[src/rtl/eth_udp_pkg.sv]
// Shared definitions for the GMII UDP receiver: one-hot state encodings,
// header byte counts, default filter constants and the broadcast MAC.
package eth_udp_pkg;

  typedef enum logic [7:0] {
    IDLE          = 8'b0000_0001,
    RX_PREAMBLE   = 8'b0000_0010,
    RX_ETH_HEADER = 8'b0000_0100,
    RX_IP_HEADER  = 8'b0000_1000,
    RX_UDP_HEADER = 8'b0001_0000,
    RX_DATA       = 8'b0010_0000,
    RX_TAIL       = 8'b0100_0000,
    RX_DROP       = 8'b1000_0000
  } rx_state_t;

  localparam logic [15:0] ETH_HDR_BYTES = 16'd14;
  localparam logic [15:0] IP_HDR_BYTES  = 16'd20;
  localparam logic [15:0] UDP_HDR_BYTES = 16'd8;

  localparam logic [15:0] ETH_TYPE_DEFAULT = 16'h0800;
  localparam logic [7:0]  IP_PROTO_DEFAULT = 8'h11;
  localparam logic [47:0] BCAST_MAC        = 48'hFFFF_FFFF_FFFF;

endpackage

[src/rtl/crc32_d8.sv]
// Byte-wide Ethernet CRC-32 (reflected poly 0xEDB88320, init all ones).
// crc_result is the complemented register: transmitted FCS byte n equals
// crc_result[8n+7:8n].
module crc32_d8 (
  input  logic        clk,
  input  logic        reset_p,
  input  logic [7:0]  data,
  input  logic        crc_init,
  input  logic        crc_en,
  output logic [31:0] crc_result
);

  logic [31:0] r_crc;

  function automatic logic [31:0] crc_step(input logic [31:0] c_in, input logic [7:0] d);
    logic [31:0] c;
    c = c_in;
    for (int i = 0; i < 8; i++) begin
      c = (c >> 1) ^ (((c[0] ^ d[i]) == 1'b1) ? 32'hEDB8_8320 : 32'h0);
    end
    return c;
  endfunction

  // CRC register: reload on frame start, fold in one byte per enable.
  always_ff @(posedge clk or posedge reset_p) begin
    if (reset_p)       r_crc <= 32'hFFFF_FFFF;
    else if (crc_init) r_crc <= 32'hFFFF_FFFF;
    else if (crc_en)   r_crc <= crc_step(r_crc, data);
  end

  assign crc_result = ~r_crc;

endmodule

[src/rtl/eth_udp_rx_gmii.sv]
// GMII Ethernet/IPv4/UDP receiver: filters on MAC/IP/port, streams payload
// bytes, reports sender fields and a done/err pulse per accepted frame.
// Optional FCS check when ETH_RX_CRC_CHECK_EN is defined.
// Handshake: payload_valid_o is a one-cycle strobe qualifying payload_dat_o;
// there is no backpressure, the consumer must take every strobed byte.
module eth_udp_rx_gmii
  import eth_udp_pkg::*;
#(
  parameter logic [15:0] ETH_type    = ETH_TYPE_DEFAULT,
  parameter logic [7:0]  IP_protocol = IP_PROTO_DEFAULT
) (
  input  logic        clk125m,
  input  logic        reset_p,
  input  logic        gmii_rxdv,
  input  logic [7:0]  gmii_rxd,
  input  logic        gmii_rxer,
  input  logic [47:0] local_mac,
  input  logic [31:0] local_ip,
  input  logic [15:0] local_port,
  output logic        payload_valid_o,
  output logic [7:0]  payload_dat_o,
  output logic [47:0] src_mac,
  output logic [31:0] src_ip,
  output logic [15:0] src_port,
  output logic [15:0] data_length,
  output logic        rx_done,
  output logic        rx_err,
  output logic [7:0]  o_dbg_state
);

  logic        r_rxdv, r_rxdv_d, r_rxer, r_seen_low, r_err_flag;
  logic [7:0]  r_rxd;
  rx_state_t   r_state, w_next;
  logic [15:0] r_cnt;
  logic [47:0] r_mac_dst, r_mac_src;
  logic [7:0]  r_type_hi, r_ip_ver, r_ip_proto;
  logic [31:0] r_ip_src;
  logic [23:0] r_ip_dst;
  logic [15:0] r_udp_src, r_udp_dst, r_udp_len;
  logic        w_start, w_udp_ok, w_pay, w_done, w_err, w_rise, w_fcs_bad;

  // Input register; r_seen_low blocks a false start when reset releases mid-frame.
  always_ff @(posedge clk125m or posedge reset_p) begin
    if (reset_p) begin
      r_rxdv <= 1'b0; r_rxdv_d <= 1'b0; r_rxd <= 8'h00; r_rxer <= 1'b0; r_seen_low <= 1'b0;
    end else begin
      r_rxdv <= gmii_rxdv; r_rxd <= gmii_rxd; r_rxer <= gmii_rxer; r_rxdv_d <= r_rxdv;
      if (!r_rxdv) r_seen_low <= 1'b1;
    end
  end

  assign w_rise      = r_seen_low & ~r_rxdv_d & r_rxdv;
  assign o_dbg_state = r_state;

  // State register.
  always_ff @(posedge clk125m or posedge reset_p) begin
    if (reset_p) r_state <= IDLE;
    else         r_state <= w_next;
  end

  // Next-state and per-cycle event decode; header checks happen on the last header byte.
  always_comb begin
    w_next = r_state; w_start = 1'b0; w_udp_ok = 1'b0; w_pay = 1'b0; w_done = 1'b0; w_err = 1'b0;
    unique case (r_state)
      IDLE: if (w_rise && r_rxd == 8'h55) begin w_next = RX_PREAMBLE; w_start = 1'b1; end
      RX_PREAMBLE:
        if (!r_rxdv)             w_next = IDLE;
        else if (r_rxd == 8'hD5) w_next = RX_ETH_HEADER;
        else if (r_rxd != 8'h55) w_next = RX_DROP;
      RX_ETH_HEADER:
        if (!r_rxdv) w_next = IDLE;
        else if (r_cnt == ETH_HDR_BYTES - 16'd1)
          w_next = ((r_mac_dst == local_mac || r_mac_dst == BCAST_MAC) &&
                    {r_type_hi, r_rxd} == ETH_type) ? RX_IP_HEADER : RX_DROP;
      RX_IP_HEADER:
        if (!r_rxdv) w_next = IDLE;
        else if (r_cnt == IP_HDR_BYTES - 16'd1)
          w_next = (r_ip_ver == 8'h45 && r_ip_proto == IP_protocol &&
                    {r_ip_dst, r_rxd} == local_ip) ? RX_UDP_HEADER : RX_DROP;
      RX_UDP_HEADER:
        if (!r_rxdv) w_next = IDLE;
        else if (r_cnt == UDP_HDR_BYTES - 16'd1) begin
          if (r_udp_dst == local_port && r_udp_len >= 16'd8) begin
            w_udp_ok = 1'b1;
            w_next   = (r_udp_len == 16'd8) ? RX_TAIL : RX_DATA;
          end else begin
            w_next = RX_DROP;
          end
        end
      RX_DATA:
        if (!r_rxdv) begin w_err = 1'b1; w_next = IDLE; end
        else begin
          w_pay = 1'b1;
          if (r_cnt + 16'd1 == data_length) w_next = RX_TAIL;
        end
      RX_TAIL:
        if (!r_rxdv) begin
          w_next = IDLE;
          if (r_err_flag || w_fcs_bad) w_err = 1'b1;
          else                         w_done = 1'b1;
        end
      RX_DROP: if (!r_rxdv) w_next = IDLE;
      default: w_next = IDLE;
    endcase
  end

  // Byte counter within a state, error flag and header field capture.
  always_ff @(posedge clk125m or posedge reset_p) begin
    if (reset_p) begin
      r_cnt <= '0; r_err_flag <= 1'b0; r_mac_dst <= '0; r_mac_src <= '0; r_type_hi <= '0;
      r_ip_ver <= '0; r_ip_proto <= '0; r_ip_src <= '0; r_ip_dst <= '0;
      r_udp_src <= '0; r_udp_dst <= '0; r_udp_len <= '0;
    end else begin
      if (w_next != r_state) r_cnt <= '0;
      else if (r_rxdv)       r_cnt <= r_cnt + 16'd1;
      if (w_start)                 r_err_flag <= r_rxer;
      else if (r_rxdv && r_rxer)   r_err_flag <= 1'b1;
      if (r_rxdv && r_state == RX_ETH_HEADER) begin
        if (r_cnt < 16'd6)       r_mac_dst <= {r_mac_dst[39:0], r_rxd};
        else if (r_cnt < 16'd12) r_mac_src <= {r_mac_src[39:0], r_rxd};
        else if (r_cnt == 16'd12) r_type_hi <= r_rxd;
      end
      if (r_rxdv && r_state == RX_IP_HEADER) begin
        if (r_cnt == 16'd0)       r_ip_ver   <= r_rxd;
        if (r_cnt == 16'd9)       r_ip_proto <= r_rxd;
        if (r_cnt >= 16'd12 && r_cnt < 16'd16) r_ip_src <= {r_ip_src[23:0], r_rxd};
        if (r_cnt >= 16'd16)      r_ip_dst   <= {r_ip_dst[15:0], r_rxd};
      end
      if (r_rxdv && r_state == RX_UDP_HEADER) begin
        if (r_cnt < 16'd2)       r_udp_src <= {r_udp_src[7:0], r_rxd};
        else if (r_cnt < 16'd4)  r_udp_dst <= {r_udp_dst[7:0], r_rxd};
        else if (r_cnt < 16'd6)  r_udp_len <= {r_udp_len[7:0], r_rxd};
      end
    end
  end

  // Output registers: payload strobe, end-of-frame pulses, sender fields on header accept.
  always_ff @(posedge clk125m or posedge reset_p) begin
    if (reset_p) begin
      payload_valid_o <= 1'b0; payload_dat_o <= '0; rx_done <= 1'b0; rx_err <= 1'b0;
      src_mac <= '0; src_ip <= '0; src_port <= '0; data_length <= '0;
    end else begin
      payload_valid_o <= w_pay;
      if (w_pay) payload_dat_o <= r_rxd;
      rx_done <= w_done;
      rx_err  <= w_err;
      if (w_udp_ok) begin
        src_mac <= r_mac_src; src_ip <= r_ip_src; src_port <= r_udp_src;
        data_length <= r_udp_len - 16'd8;
      end
    end
  end

`ifdef ETH_RX_CRC_CHECK_EN
  // Four-byte delay line: the CRC only sees a byte once four newer ones exist,
  // so at rxdv fall the line holds exactly the FCS.
  logic [7:0]  r_dly [4];
  logic [2:0]  r_fill;
  logic        w_shift;
  logic [31:0] w_crc;

  assign w_shift = r_rxdv && (r_state == RX_ETH_HEADER || r_state == RX_IP_HEADER ||
                              r_state == RX_UDP_HEADER || r_state == RX_DATA || r_state == RX_TAIL);

  // Delay line shift and fill count.
  always_ff @(posedge clk125m or posedge reset_p) begin
    if (reset_p) begin
      r_fill <= '0;
      for (int i = 0; i < 4; i++) r_dly[i] <= '0;
    end else if (w_start) begin
      r_fill <= '0;
    end else if (w_shift) begin
      r_dly[0] <= r_rxd; r_dly[1] <= r_dly[0]; r_dly[2] <= r_dly[1]; r_dly[3] <= r_dly[2];
      if (r_fill != 3'd4) r_fill <= r_fill + 3'd1;
    end
  end

  crc32_d8 u_crc (
    .clk        (clk125m),
    .reset_p    (reset_p),
    .data       (r_dly[3]),
    .crc_init   (w_start),
    .crc_en     (w_shift && r_fill == 3'd4),
    .crc_result (w_crc)
  );

  assign w_fcs_bad = (r_fill != 3'd4) || ({r_dly[0], r_dly[1], r_dly[2], r_dly[3]} != w_crc);
`else
  assign w_fcs_bad = 1'b0;
`endif

endmodule

[config.mk]
export PLATFORM = sky130hd
export DESIGN_NAME = eth_udp_rx_gmii
export DESIGN_NICKNAME = d
export VERILOG_FILES = /design/src/rtl/eth_udp_pkg.sv /design/src/rtl/crc32_d8.sv /design/src/rtl/eth_udp_rx_gmii.sv
export SDC_FILE = /design/constraint.sdc
export NUM_CORES = 1
export LEC_CHECK = 0
export CAP_MARGIN = 0
export CELL_PAD_IN_SITES_DETAIL_PLACEMENT = 0
export CELL_PAD_IN_SITES_GLOBAL_PLACEMENT = 1
export CORE_MARGIN = 10
export CORE_UTILIZATION = 30
export CTS_CLUSTER_SIZE = 20
export DETAILED_ROUTE_END_ITERATION = 10
export PLACE_DENSITY = 0.61
export SLEW_MARGIN = 40
export SYNTH_ARGS = -nofsm -noshare
export SYNTH_HDL_FRONTEND = slang
export SYNTH_SLANG_ARGS = --single-unit
[constraint.sdc]
create_clock -name clk125m -period 27.1 [get_ports clk125m]
set_input_delay 5.42 -clock clk125m [delete_from_list [all_inputs] [get_ports clk125m]]
set_output_delay 5.42 -clock clk125m [all_outputs]
set_load 0.03 [all_outputs]
After elaboration in Yosys (flattened, before gate mapping)
Cells that the tools add are included.
- register bits: 384
- word-level logic and storage cells: 131
- add/subtract/negate cells: 2
- magnitude comparators: 8
- eq/ne operators: 26
- multiplexer cells: 37
- bitwise logic cells: 7
- reduce and logical (&&, ||, !) cells: 25
- operators by type and width (operator ; number):
    8-bit two-way mux ; 16
    16-bit by 4-bit equality test with 1-bit output, second input constant ; 4
    8-bit case mux with 7 select lines ; 1
    48-bit equality test ; 1
    48-bit equality test, second input constant ; 1
    16-bit equality test ; 2
    32-bit equality test ; 1
    16-bit by 4-bit >= comparator with 1-bit output, second input constant ; 2
    16-bit by 3-bit < comparator with 1-bit output, second input constant ; 2
    16-bit two-way mux ; 2
    8-bit by 7-bit equality test with 1-bit output, second input constant ; 3
    16-bit by 1-bit adder with 16-bit output, second input constant ; 1
    16-bit by 12-bit equality test with 1-bit output, second input constant ; 1
    16-bit by 3-bit equality test with 1-bit output, second input constant ; 1
    16-bit by 5-bit equality test with 1-bit output, second input constant ; 1
    8-bit by 5-bit equality test with 1-bit output, second input constant ; 2
    8-bit equality test, second input constant ; 2
    16-bit by 5-bit >= comparator with 1-bit output, second input constant ; 1
    16-bit logical NOT ; 1
    16-bit by 2-bit < comparator with 1-bit output, second input constant ; 1
    16-bit by 4-bit < comparator with 1-bit output, second input constant ; 1
    16-bit by 5-bit < comparator with 1-bit output, second input constant ; 1
    1-bit two-way mux ; 16
    16-bit by 4-bit subtractor with 16-bit output, second input constant ; 1
    other kinds (18) ; 40

Longest topological paths before layout
Gate-level depths: netlist of run 1.
- depth in word-level cells: 9
- depth in mapped cells: 12
- depth with buffers taken out: 10

Worst setup path before layout of run 1
No wires, ideal clock.
- path type: input-to-reg
- from: input local_port[15]
- to: register r_cnt[6]
- arrival: 7277 ps
- setup slack: 19742 ps
- stages on the path: 9
- buffers on the path: 1
- path through: xnor2_1 > nand4_1 > nor4_1 > a31oi_1 > a211o_1 > a221oi_2 > nand3_2 > buf_6 > nor3_4
- word-level cells in the longest chain between the ends: 8
- ends and longest elaborated chain (item ; RTL line ; RTL):
    start: declaration ; eth_udp_rx_gmii.sv:19 ; input logic [15:0] local_port,
    16-bit equality test (*) ; eth_udp_rx_gmii.sv:83 ; if (r_udp_dst == local_port && r_udp_len >= 16'd8) begin
    1-bit logical AND (*) ; eth_udp_rx_gmii.sv:83 ;
    8-bit two-way mux (*) ; eth_udp_rx_gmii.sv:83 ;
    8-bit two-way mux (*) ; eth_udp_rx_gmii.sv:82 ; else if (r_cnt == UDP_HDR_BYTES - 16'd1) begin
    8-bit two-way mux (*) ; eth_udp_rx_gmii.sv:81 ; if (!r_rxdv) w_next = IDLE;
    8-bit case mux with 7 select lines (*) ; eth_udp_rx_gmii.sv:64 ; unique case (r_state)
    8-bit inequality test (*) ; eth_udp_rx_gmii.sv:114 ; if (w_next != r_state) r_cnt <= '0;
    16-bit two-way mux / 2-bit nonzero test (equally long branches) ; n/a ;
    end signal: assignment ; eth_udp_rx_gmii.sv:115 ; else if (r_rxdv) r_cnt <= r_cnt + 16'd1;
    end: declaration ; eth_udp_rx_gmii.sv:34 ; logic [15:0] r_cnt;
Mark *: on every way between the ends. The rest lies on a longest branch, timed or not.
A chain may end at the register's enable or synchronous reset.

Final worst setup path of run 1
- from: input local_port[9]
- to: register r_cnt[14]
The elaborated chain is that of the path after synthesis.

==> metrics.yaml, run 1 <==
status: "finished, final reports clean"
period_share: 0.306
setup_slack_ns: 18.81
drv_slew: 0
grt_overflow: 0
syn_area_per_cell_sq_um: 11.4
crit_path_cell_trace: "clkdlybuf4s50_1, xnor2_1, nand4_1, nor4_2, a31oi_1, a211o_1, a221oi_2, nand3_2, nor3_1"
crit_cells: 9
htree_num_levels: 2
cts_root_buffer: "clkbuf_16"
synth_cell_type_count: 78
p_per_area_mw_per_mm2: 59.7
io_pins: 239
busiest_layer: "met2"
worstSetupEndpointType: "flip-flop"
synth_enable_flop_cells: 0
final_util: 0.385
grt_pass1_wl_microns: 80800
coreArea_sq_mm: 0.0577
vias: 12510
fin_tns_setup_ns: 0
cp_slowest_stage_delay_ns: 0.60
gp_congestion: 0.885
fmax_mhz: 121
start_util: 0.303
final_antenna_net_count: 0
power_mw: 1.33
dp.cells: 2476
cts.sinks: 384
first_pass_iters: 4
clock_path_buffers: 3
required_ns: 27.57
use_met3: 0.0375
min_path_cells: 2
worstPathArrival_ns: 8.76
clkLatencyLatePin_ns: 0.58
critPathLaunchType: "input pin"
synth_nets: 1646
synth-seq-cells: 384
r2r_cells: 8
finalNetCount: 1872
rows: 88
dp_hpwl_microns: 37000
clock-skew-final_ns: 0.0273
synth_area_leader_cell: "dfrtp_1"
grt_use_total: 0.153
path_delay_family: "simple AND/OR/NAND/NOR gates"
yosys_warnings: 0
async_reset_ff_frac: 1.00
yosysTopAreaCellShare: 0.548
vdd_drop_max_v: 0.0000421
synth_flop_cell: "dfrtp_1"
route.detailed.drc: 0
antenna_found_initial: 5
path_max_fanout: 16
io_buffer_count: 238
synth_seq_area_share: 0.550
drt_iter0_drc: 787
first_global_vias: 12914
cts_tree: "built"
design.die.area_sq_mm: 0.0683
grt_max_degree: 105
finalWirelength_microns: 52800
ctsResizeCount: 0
hp-class: "reg -> reg"
maxSlewHeadroom: 0.443
area_growth_pct: 27.2
critical_path_buf_inv_count: 1
worst_pin_slew_ns: 0.835
max-cap-violations: 0
grt_use_met2: 0.242
min_period_ns: 8.29
post-cts-setup-buffer-count: 0
cts.clk_slew.worst_paths_ns: 0.05
use_met1: 0.206
fin_cells: 2561
syn_area_sq_mm: 0.0175
rsz0062_at_grt: "false"
hold_viol_final: 0
preCtsSetupSlack_ns: 18.06
setup_viol: 0
leakage_nw: 10.3
synth_area_leaders: "dfrtp_1 (55%), mux2_2 (15%), nand2_1 (7.5%), xnor2_1 (3.8%), xor2_1 (3.0%)"
critPathKind: "in -> reg"
die_y_microns: 261
cts_hold_buf: 0
wl_per_cell_microns: 20.6
slowest_stage: "nor4_2"
die_x_microns: 261
viasPerCell: 4.88
synth_cells: 1534
cts_buffers: 45
layout-drive-gt1-share: 0.204
## metal layers
metal	up-vias	wire length, microns
met5	-	63
met4	8	780
met2	310	25100
met3	64	3100
met1	6344	23700
li1	5784	-
## cell usage in the layout (no fill, tap or decap), types with 22 or more instances in the layout
cell             instances
nor3_1                  22
xor2_1                  60
clkbuf_16               45
xnor2_1                 76
clkdlybuf4s50_1        238
nor4_1                  40
dfrtp_1                380
mux2_2                 229
o21ai_0                 27
nand4_1                 46
nor2_1                  36
nand2_1                346
## flip-flops by register name (all words and copies together) (netlist names), 8 cells and up
register / flops
r_ip_proto: 8
o_dbg_state: 8
src_ip: 32
data_length: 16
r_ip_src: 32
src_mac: 48
src_port: 16
payload_dat_o: 8
r_rxd: 8
r_udp_dst: 16
r_udp_len: 16
r_ip_dst: 24
r_mac_dst: 48
r_ip_ver: 8
r_mac_src: 48
r_udp_src: 16
r_cnt: 16
r_type_hi: 8
## cells by family after synthesis
| family | Yosys count | synth area share |
|---|---|---|
| simple gates | 604 | 0.172 |
| flops | 384 | 0.550 |
| mux | 234 | 0.150 |
| xor+xnor | 137 | 0.0695 |
| buf+inv | 92 | 0.0237 |
| compound gates | 79 | 0.0318 |
| fa+ha+maj | 4 | 0.00286 |
## layout make-up
| type | count | area (sq um) |
|---|---|---|
| fillers | 5692 | 35500 |
| flip-flops and latches | 384 | 9610 |
| multi-input cells | 1058 | 7500 |
| repair buffers | 258 | 2590 |
| clock buffers | 64 | 1290 |
| well taps | 765 | 957 |
| clock inverters | 18 | 215 |
| inverters | 13 | 56.3 |
| diodes | 1 | 2.50 |
## metrics by stage
stage | hold slack, ns | area, sq um
6_report | 0.465 | 22200
5_1_grt | 0.478 | 22200
4_1_cts | 0.468 | 22200
3_5_place_dp | 0.459 | 20700
3_3_place_gp | 0.447 | 20600
2_1_floorplan | 0.425 | 17500
## final timing paths
check                         startpoint             to  slack (ns)
max                        local_port[9]      r_cnt[14]       18.81
min                           src_ip[13]     src_ip[13]        0.46
max reg2reg                     r_cnt[3]      r_cnt[14]       23.43
min reg2reg                   src_ip[13]     src_ip[13]        0.46
max in group asynchronous        reset_p       r_rxd[0]       20.20
min in group asynchronous        reset_p  r_mac_src[11]        5.19
## synthesized netlist by cell type (2+ instances only)
master     count
and2_1         3
o31ai_1        7
nand2_1      347
nor4_2         3
mux2_2       229
xnor2_1       76
a21oi_1        7
o22ai_1        2
or3_1          9
buf_6          2
clkbuf_1      34
inv_1         13
mux2i_1        4
o2111ai_1      3
buf_2         37
nor4bb_1       3
nor3b_1        3
xor2_1        60
nor4_4         2
and3_1         3
or2_2          2
or4_1          5
buf_1          4
o211ai_1       5
o21ai_0       27
buf_4          2
nand4_1       46
nor2b_1        5
nor3_1        23
nor4b_1        7
or4_4          4
nand2b_1       7
nor2_1        38
a211oi_1       3
nand3_1       23
or4bb_1        2
nand3b_1       2
dfrtp_1      383
a31oi_1        3
ha_1           4
a41oi_1        2
nor4_1        42
nor3_2        10
and4_1         4
## where the power goes
part	switching, mW	internal, mW
registers	0.0238	0.579
logic	0.0661	0.0464
clock network	0.249	0.362
## tightest hold or removal path, stage by stage (launching register included)
cell,delay [ns]
dfrtp_1,0.34
nand2_1,0.05
nand2_1,0.05
Power figures use the tool's default switching activity.
==> run 2, diff against run 1 <==
==> constraint.sdc (replaced) <==
create_clock -name clk125m -period 8.6 [get_ports clk125m]
set_input_delay 1.72 -clock clk125m [delete_from_list [all_inputs] [get_ports clk125m]]
set_output_delay 1.72 -clock clk125m [all_outputs]
set_load 0.03 [all_outputs]
==> metrics.yaml, run 2 (synthesized netlist as in run 1, its figures left out) <==
vdd_drop_max_v: 0.000138  # was 0.0000421 V
die_y_microns: 261  # unchanged
leakage_nw: 10.4  # was 10.3 nW
rsz0062_at_grt: "false"  # unchanged
io_buffer_count: 238  # unchanged
p_per_area_mw_per_mm2: 191  # was 59.7 mW/mm^2
path_delay_family: "simple AND/OR/NAND/NOR gates"  # unchanged
cts_hold_buf: 0  # unchanged
rows: 88  # unchanged
setup_viol: 0  # unchanged
pwr-share-seq: 0.446  # was 0.454
finalWirelength_microns: 52900  # was 52800 microns
period_share: 0.557
htree_num_levels: 2  # unchanged
top_regs: "r_mac_dst (48), r_mac_src (48), src_mac (48)"  # unchanged
ctsResizeCount: 0  # unchanged
grt_max_degree: 132  # was 105
wl_per_cell_microns: 20.7  # was 20.6 microns
grt_pass1_wl_microns: 80500  # was 80800 microns
dp_hpwl_microns: 37300  # was 37000 microns
clock_path_buffers: 3  # unchanged
p_clk_frac: 0.472  # was 0.461
final_common_cell: "dfrtp_1"  # unchanged
route.detailed.drc: 0  # unchanged
min_period_ns: 4.79
max-cap-violations: 0  # unchanged
cp_slowest_stage_delay_ns: 0.77  # was 0.60 ns
hp-class: "reg -> reg"  # unchanged
first_pass_iters: 6  # was 4
critPathLaunchType: "input pin"  # unchanged
hold_viol_final: 0  # unchanged
worst_pin_slew_ns: 0.810  # was 0.835 ns
start_util: 0.303  # unchanged
fin_tns_setup_ns: 0  # unchanged
clkLatencyLatePin_ns: 0.60  # was 0.58 ns
worstSetupEndpointType: "flip-flop"  # unchanged
power.switching_mw: 1.08  # was 0.339 mW
coreArea_sq_mm: 0.0577  # unchanged
status: "finished, final reports clean"  # unchanged
gp_congestion: 0.881  # was 0.885
drv_slew: 0  # unchanged
mostFrequentLayoutCells: "dfrtp_1 (380), nand2_1 (346), clkdlybuf4s50_1 (238)"  # unchanged
vias: 12460  # was 12510
critPathKind: "in -> reg"  # unchanged
io_pins: 239  # unchanged
die_x_microns: 261  # unchanged
finalNetCount: 1873  # was 1872
cts.sinks: 384  # unchanged
drt_iter0_drc: 647  # was 787
required_ns: 9.08  # was 27.57 ns
clock-skew-final_ns: 0.0371  # was 0.0273 ns
worstPathArrival_ns: 5.27  # was 8.76 ns
critical_path_buf_inv_count: 2  # was 1
final_antenna_net_count: 0  # unchanged
viasPerCell: 4.87  # was 4.88
p_int_mw: 3.18  # was 0.988 mW
path_max_fanout: 55  # was 16
design.die.area_sq_mm: 0.0683  # unchanged
cts.clk_slew.worst_paths_ns: 0.06  # was 0.05 ns
comb_power_share: 0.083  # was 0.085
layout-drive-gt1-share: 0.206  # was 0.204
antenna_found_initial: 2  # was 5
post_dp_cell_area_sq_mm: 0.0207  # about the same
cts_tree: "built"  # unchanged
sw_frac_of_total: 0.254  # was 0.256
cts_buffers: 46  # was 45
slowest_stage: "nor4_2"  # unchanged
area_growth_pct: 27.7  # was 27.2%
postLayoutCellArea_sq_mm: 0.0223  # was 0.0222 sq mm
first_global_vias: 12964  # was 12914
post-cts-setup-buffer-count: 0  # unchanged
fmax_mhz: 209
cts_root_buffer: "clkbuf_16"  # unchanged
grt_use_total: 0.153  # about the same
maxSlewHeadroom: 0.455  # was 0.443
grt_overflow: 0  # unchanged
crit_path_cell_trace: "clkdlybuf4s50_1, xnor2_1, nand4_1, nor4_2, and4_4, buf_4, nand3_1, o21a_1"  # was clkdlybuf4s50_1, xnor2_1, nand4_1, nor4_2, a31oi_1, a211o_1, a221oi_2, nand3_2, nor3_1
## run 2: cell count changes in the layout (fill, tap and decap cells not counted), moves of 2 or more
cell,previous run,this run
clkbuf_1,10,6
buf_4,13,15
buf_6,5,0
clkbuf_8,9,11
buf_12,0,3
clkinv_2,10,8
## run 2: worst register-to-register path, delay by kind of cell (launching register included)
| family | cells | cell delay [ns] |
|---|---|---|
| buffers and inverters | 2 | 1.26 |
| AO/OA/AOI/OAI | 2 | 0.33 |
| flip-flops | 1 | 0.44 |
| AND/OR/NAND/NOR | 4 | 1.68 |
## run 2: stage by stage
stage	util	std cells	hold WS (ns)	setup WS, ns	power, mW
global route	0.387	2558	0.489	3.52	4.44
finish	0.387	2559	0.465	3.81	4.26
detailed placement	0.359	2477	0.452	3.24	2.28
CTS	0.386	2557	0.470	3.88	4.33
floorplan	-	1534	0.425	1.72	2.14
global placement	0.357	2474	0.446	2.97	2.27
## run 2: cell type report
cell class	instances	area [sq um]
fillers	5676	35400
flip-flops and latches	384	9610
multi-input cells	1058	7500
repair buffers	258	2610
clock buffers	63	1330
well taps	765	957
clock inverters	17	256
inverters	13	52.6
diodes	1	2.50
## run 2: worst paths after layout
| kind | start | to | slack (ns) | cells after the start |
|---|---|---|---|---|
| worst max-delay path | local_port[9] | data_length[8] | 3.81 | 8 |
| worst min-delay path | r_seen_low | r_seen_low | 0.47 | 1 |
| worst max register to register | r_udp_len[9] | data_length[6] | 4.75 | 8 |
| worst min register to register | r_seen_low | r_seen_low | 0.47 | 1 |
| min in group asynchronous | reset_p | data_length[4] | 1.52 | 2 |
| max in group asynchronous | reset_p | r_ip_src[10] | 5.86 | 4 |
## run 2: power groups by stage
stage	combinational, mW	sequential, mW	clock (mW)
after global routing	0.390	1.90	2.14
after CTS	0.354	1.90	2.08
after global placement	0.346	1.93	0
after floorplan	0.265	1.87	0
final	0.353	1.90	2.01
after detailed placement	0.353	1.93	0
## run 2: routing by layer
| layer | share of wire | vias to the layer above | GRT usage |
|---|---|---|---|
| met5 | 0.00021 | - | 0 |
| met4 | 0.022 | 2 | 0.0462 |
| met3 | 0.058 | 75 | 0.0367 |
| met2 | 0.47 | 303 | 0.239 |
| met1 | 0.45 | 6290 | 0.206 |
| li1 | - | 5790 | - |
==> run 3, diff against run 2 <==
==> constraint.sdc (replaced) <==
create_clock -name clk125m -period 4.5 [get_ports clk125m]
set_input_delay 0.9 -clock clk125m [delete_from_list [all_inputs] [get_ports clk125m]]
set_output_delay 0.9 -clock clk125m [all_outputs]
set_load 0.03 [all_outputs]
==> metrics.yaml, run 3 (synthesized netlist as in run 1, its figures left out) <==
status: "finished, final reports clean"  # unchanged
post-cts-setup-buffer-count: 0  # unchanged
dp.cells: 2490  # was 2477
antenna_found_initial: 5  # was 2
final_util: 0.388  # was 0.387
route.detailed.drc: 0  # unchanged
area_growth_pct: 28.2  # was 27.7%
p_int_mw: 6.12  # was 3.18 mW
die_x_microns: 261  # unchanged
vias: 12512  # was 12460
fmax_mhz: 261
min_period_ns: 3.82
critPathKind: "in -> reg"  # unchanged
grt_overflow: 0  # unchanged
cts_hold_buf: 0  # unchanged
leakage_nw: 10.4  # about the same
pwr-share-seq: 0.440  # was 0.446
drv_slew: 0  # unchanged
gp_congestion: 0.862  # was 0.881
rsz0062_at_grt: "false"  # unchanged
critPathLaunchType: "input pin"  # unchanged
grt_max_degree: 82  # was 132
power.switching_mw: 2.07  # was 1.08 mW
grt_use_total: 0.156  # was 0.153
rows: 88  # unchanged
sw_frac_of_total: 0.252  # was 0.254
start_util: 0.303  # unchanged
clock_path_buffers: 3  # unchanged
worstPathArrival_ns: 4.30  # was 5.27 ns
worstSetupEndpointType: "flip-flop"  # unchanged
clock-skew-final_ns: 0.0201  # was 0.0371 ns
required_ns: 4.97  # was 9.08 ns
design.die.area_sq_mm: 0.0683  # unchanged
first_global_vias: 13045  # was 12964
viasPerCell: 4.86  # was 4.87
comb_power_share: 0.089  # was 0.083
period_share: 0.850
worst_pin_slew_ns: 0.782  # was 0.810 ns
cts.sinks: 384  # unchanged
coreArea_sq_mm: 0.0577  # unchanged
cts_tree: "built"  # unchanged
die_y_microns: 261  # unchanged
io_buffer_count: 238  # unchanged
hp-class: "reg -> reg"  # unchanged
path_max_fanout: 16  # was 55
fill_cells: 5724  # was 5676
final_antenna_net_count: 0  # unchanged
seq_area_sq_mm: 0.00961  # about the same
fin_cells: 2576  # was 2559
p_clk_frac: 0.472  # about the same
ff2ff_setup_slack_ns: 0.95  # was 4.75 ns
cts_buffers: 46  # unchanged
grt_pass1_wl_microns: 82300  # was 80500 microns
setup_viol: 0  # unchanged
max-cap-violations: 0  # unchanged
dp_hpwl_microns: 38900  # was 37300 microns
final_common_cell: "dfrtp_1"  # unchanged
ctsResizeCount: 0  # unchanged
fin_tns_setup_ns: 0  # unchanged
multi_input_area_sq_mm: 0.00749  # was 0.00750 sq mm
htree_num_levels: 2  # unchanged
mostFrequentLayoutCells: "dfrtp_1 (383), nand2_1 (346), clkdlybuf4s50_1 (238)"  # was dfrtp_1 (380), nand2_1 (346), clkdlybuf4s50_1 (238)
finalNetCount: 1886  # was 1873
finalWirelength_microns: 53800  # was 52900 microns
drt_iter0_drc: 821  # was 647
vdd_drop_max_v: 0.000236  # was 0.000138 V
layout-drive-gt1-share: 0.209  # was 0.206
p_per_area_mw_per_mm2: 366  # was 191 mW/mm^2
cts.clk_slew.worst_paths_ns: 0.06  # about the same
top_regs: "r_mac_dst (48), r_mac_src (48), src_mac (48)"  # unchanged
io_pins: 239  # unchanged
cts_root_buffer: "clkbuf_16"  # unchanged
wl_per_cell_microns: 20.9  # was 20.7 microns
hold_viol_final: 0  # unchanged
maxSlewHeadroom: 0.474  # was 0.455
first_pass_iters: 5  # was 6
clkLatencyLatePin_ns: 0.58  # was 0.60 ns
-- run 3: final cells by class --
cell class	instances	area share
inverter	13	0.00235
antenna	1	0.000112
clock buffer	65	0.0591
timing repair buffer	271	0.121
tap	765	0.0427
clock inverter	19	0.0112
sequential	384	0.429
multi-input combinational	1058	0.335
-- run 3: stage by stage --
| step | hold WS, ns | worst slack (ns) | area, sq um | total power [mW] |
|---|---|---|---|---|
| after floorplan | 0.425 | -1.56 | 17500 | 4.09 |
| after global placement | 0.448 | 0.263 | 20700 | 4.38 |
| after detailed placement | 0.448 | 0.193 | 20800 | 4.38 |
| after CTS | 0.466 | 0.781 | 22400 | 8.31 |
| after global routing | 0.485 | 0.599 | 22400 | 8.51 |
| final | 0.459 | 0.676 | 22400 | 8.19 |
-- run 3: critical path: stages --
cell and delay (ns):
clkdlybuf4s50_1 0.43, xnor2_1 0.44, nand4_1 0.19, nor4_1 0.62, buf_4 0.25, a31oi_1 0.10
a211o_1 0.33, a221oi_2 0.20, nand3_2 0.46, nor3_1 0.36
-- run 3: path summary, 6_finish.rpt --
| check | end | cells past startpoint | start |
|---|---|---|---|
| max | r_cnt[13] | 10 | local_port[9] |
| min | r_seen_low | 1 | r_seen_low |
| max reg2reg | r_cnt[13] | 8 | r_cnt[2] |
| min reg2reg | r_seen_low | 1 | r_seen_low |
| max in group asynchronous | src_port[1] | 4 | reset_p |
| min in group asynchronous | r_cnt[8] | 2 | reset_p |
-- run 3: power groups by stage --
| stage | Sequential (mW) | Clock [mW] | Combinational [mW] |
|---|---|---|---|
| final | 3.60 | 3.86 | 0.726 |
| after global routing | 3.61 | 4.10 | 0.796 |
| after CTS | 3.60 | 3.98 | 0.727 |
| after detailed placement | 3.66 | 0 | 0.722 |
| after global placement | 3.66 | 0 | 0.718 |
| after floorplan | 3.58 | 0 | 0.506 |
-- run 3: layer usage --
layer  global-route usage  vias to the layer above  share of wire
met5                    0                        -        0.00069
met4               0.0417                        6          0.021
met3               0.0365                       74          0.060
met2                0.249                      309           0.47
met1                0.211                     6298           0.45
li1                     -                     5825              -
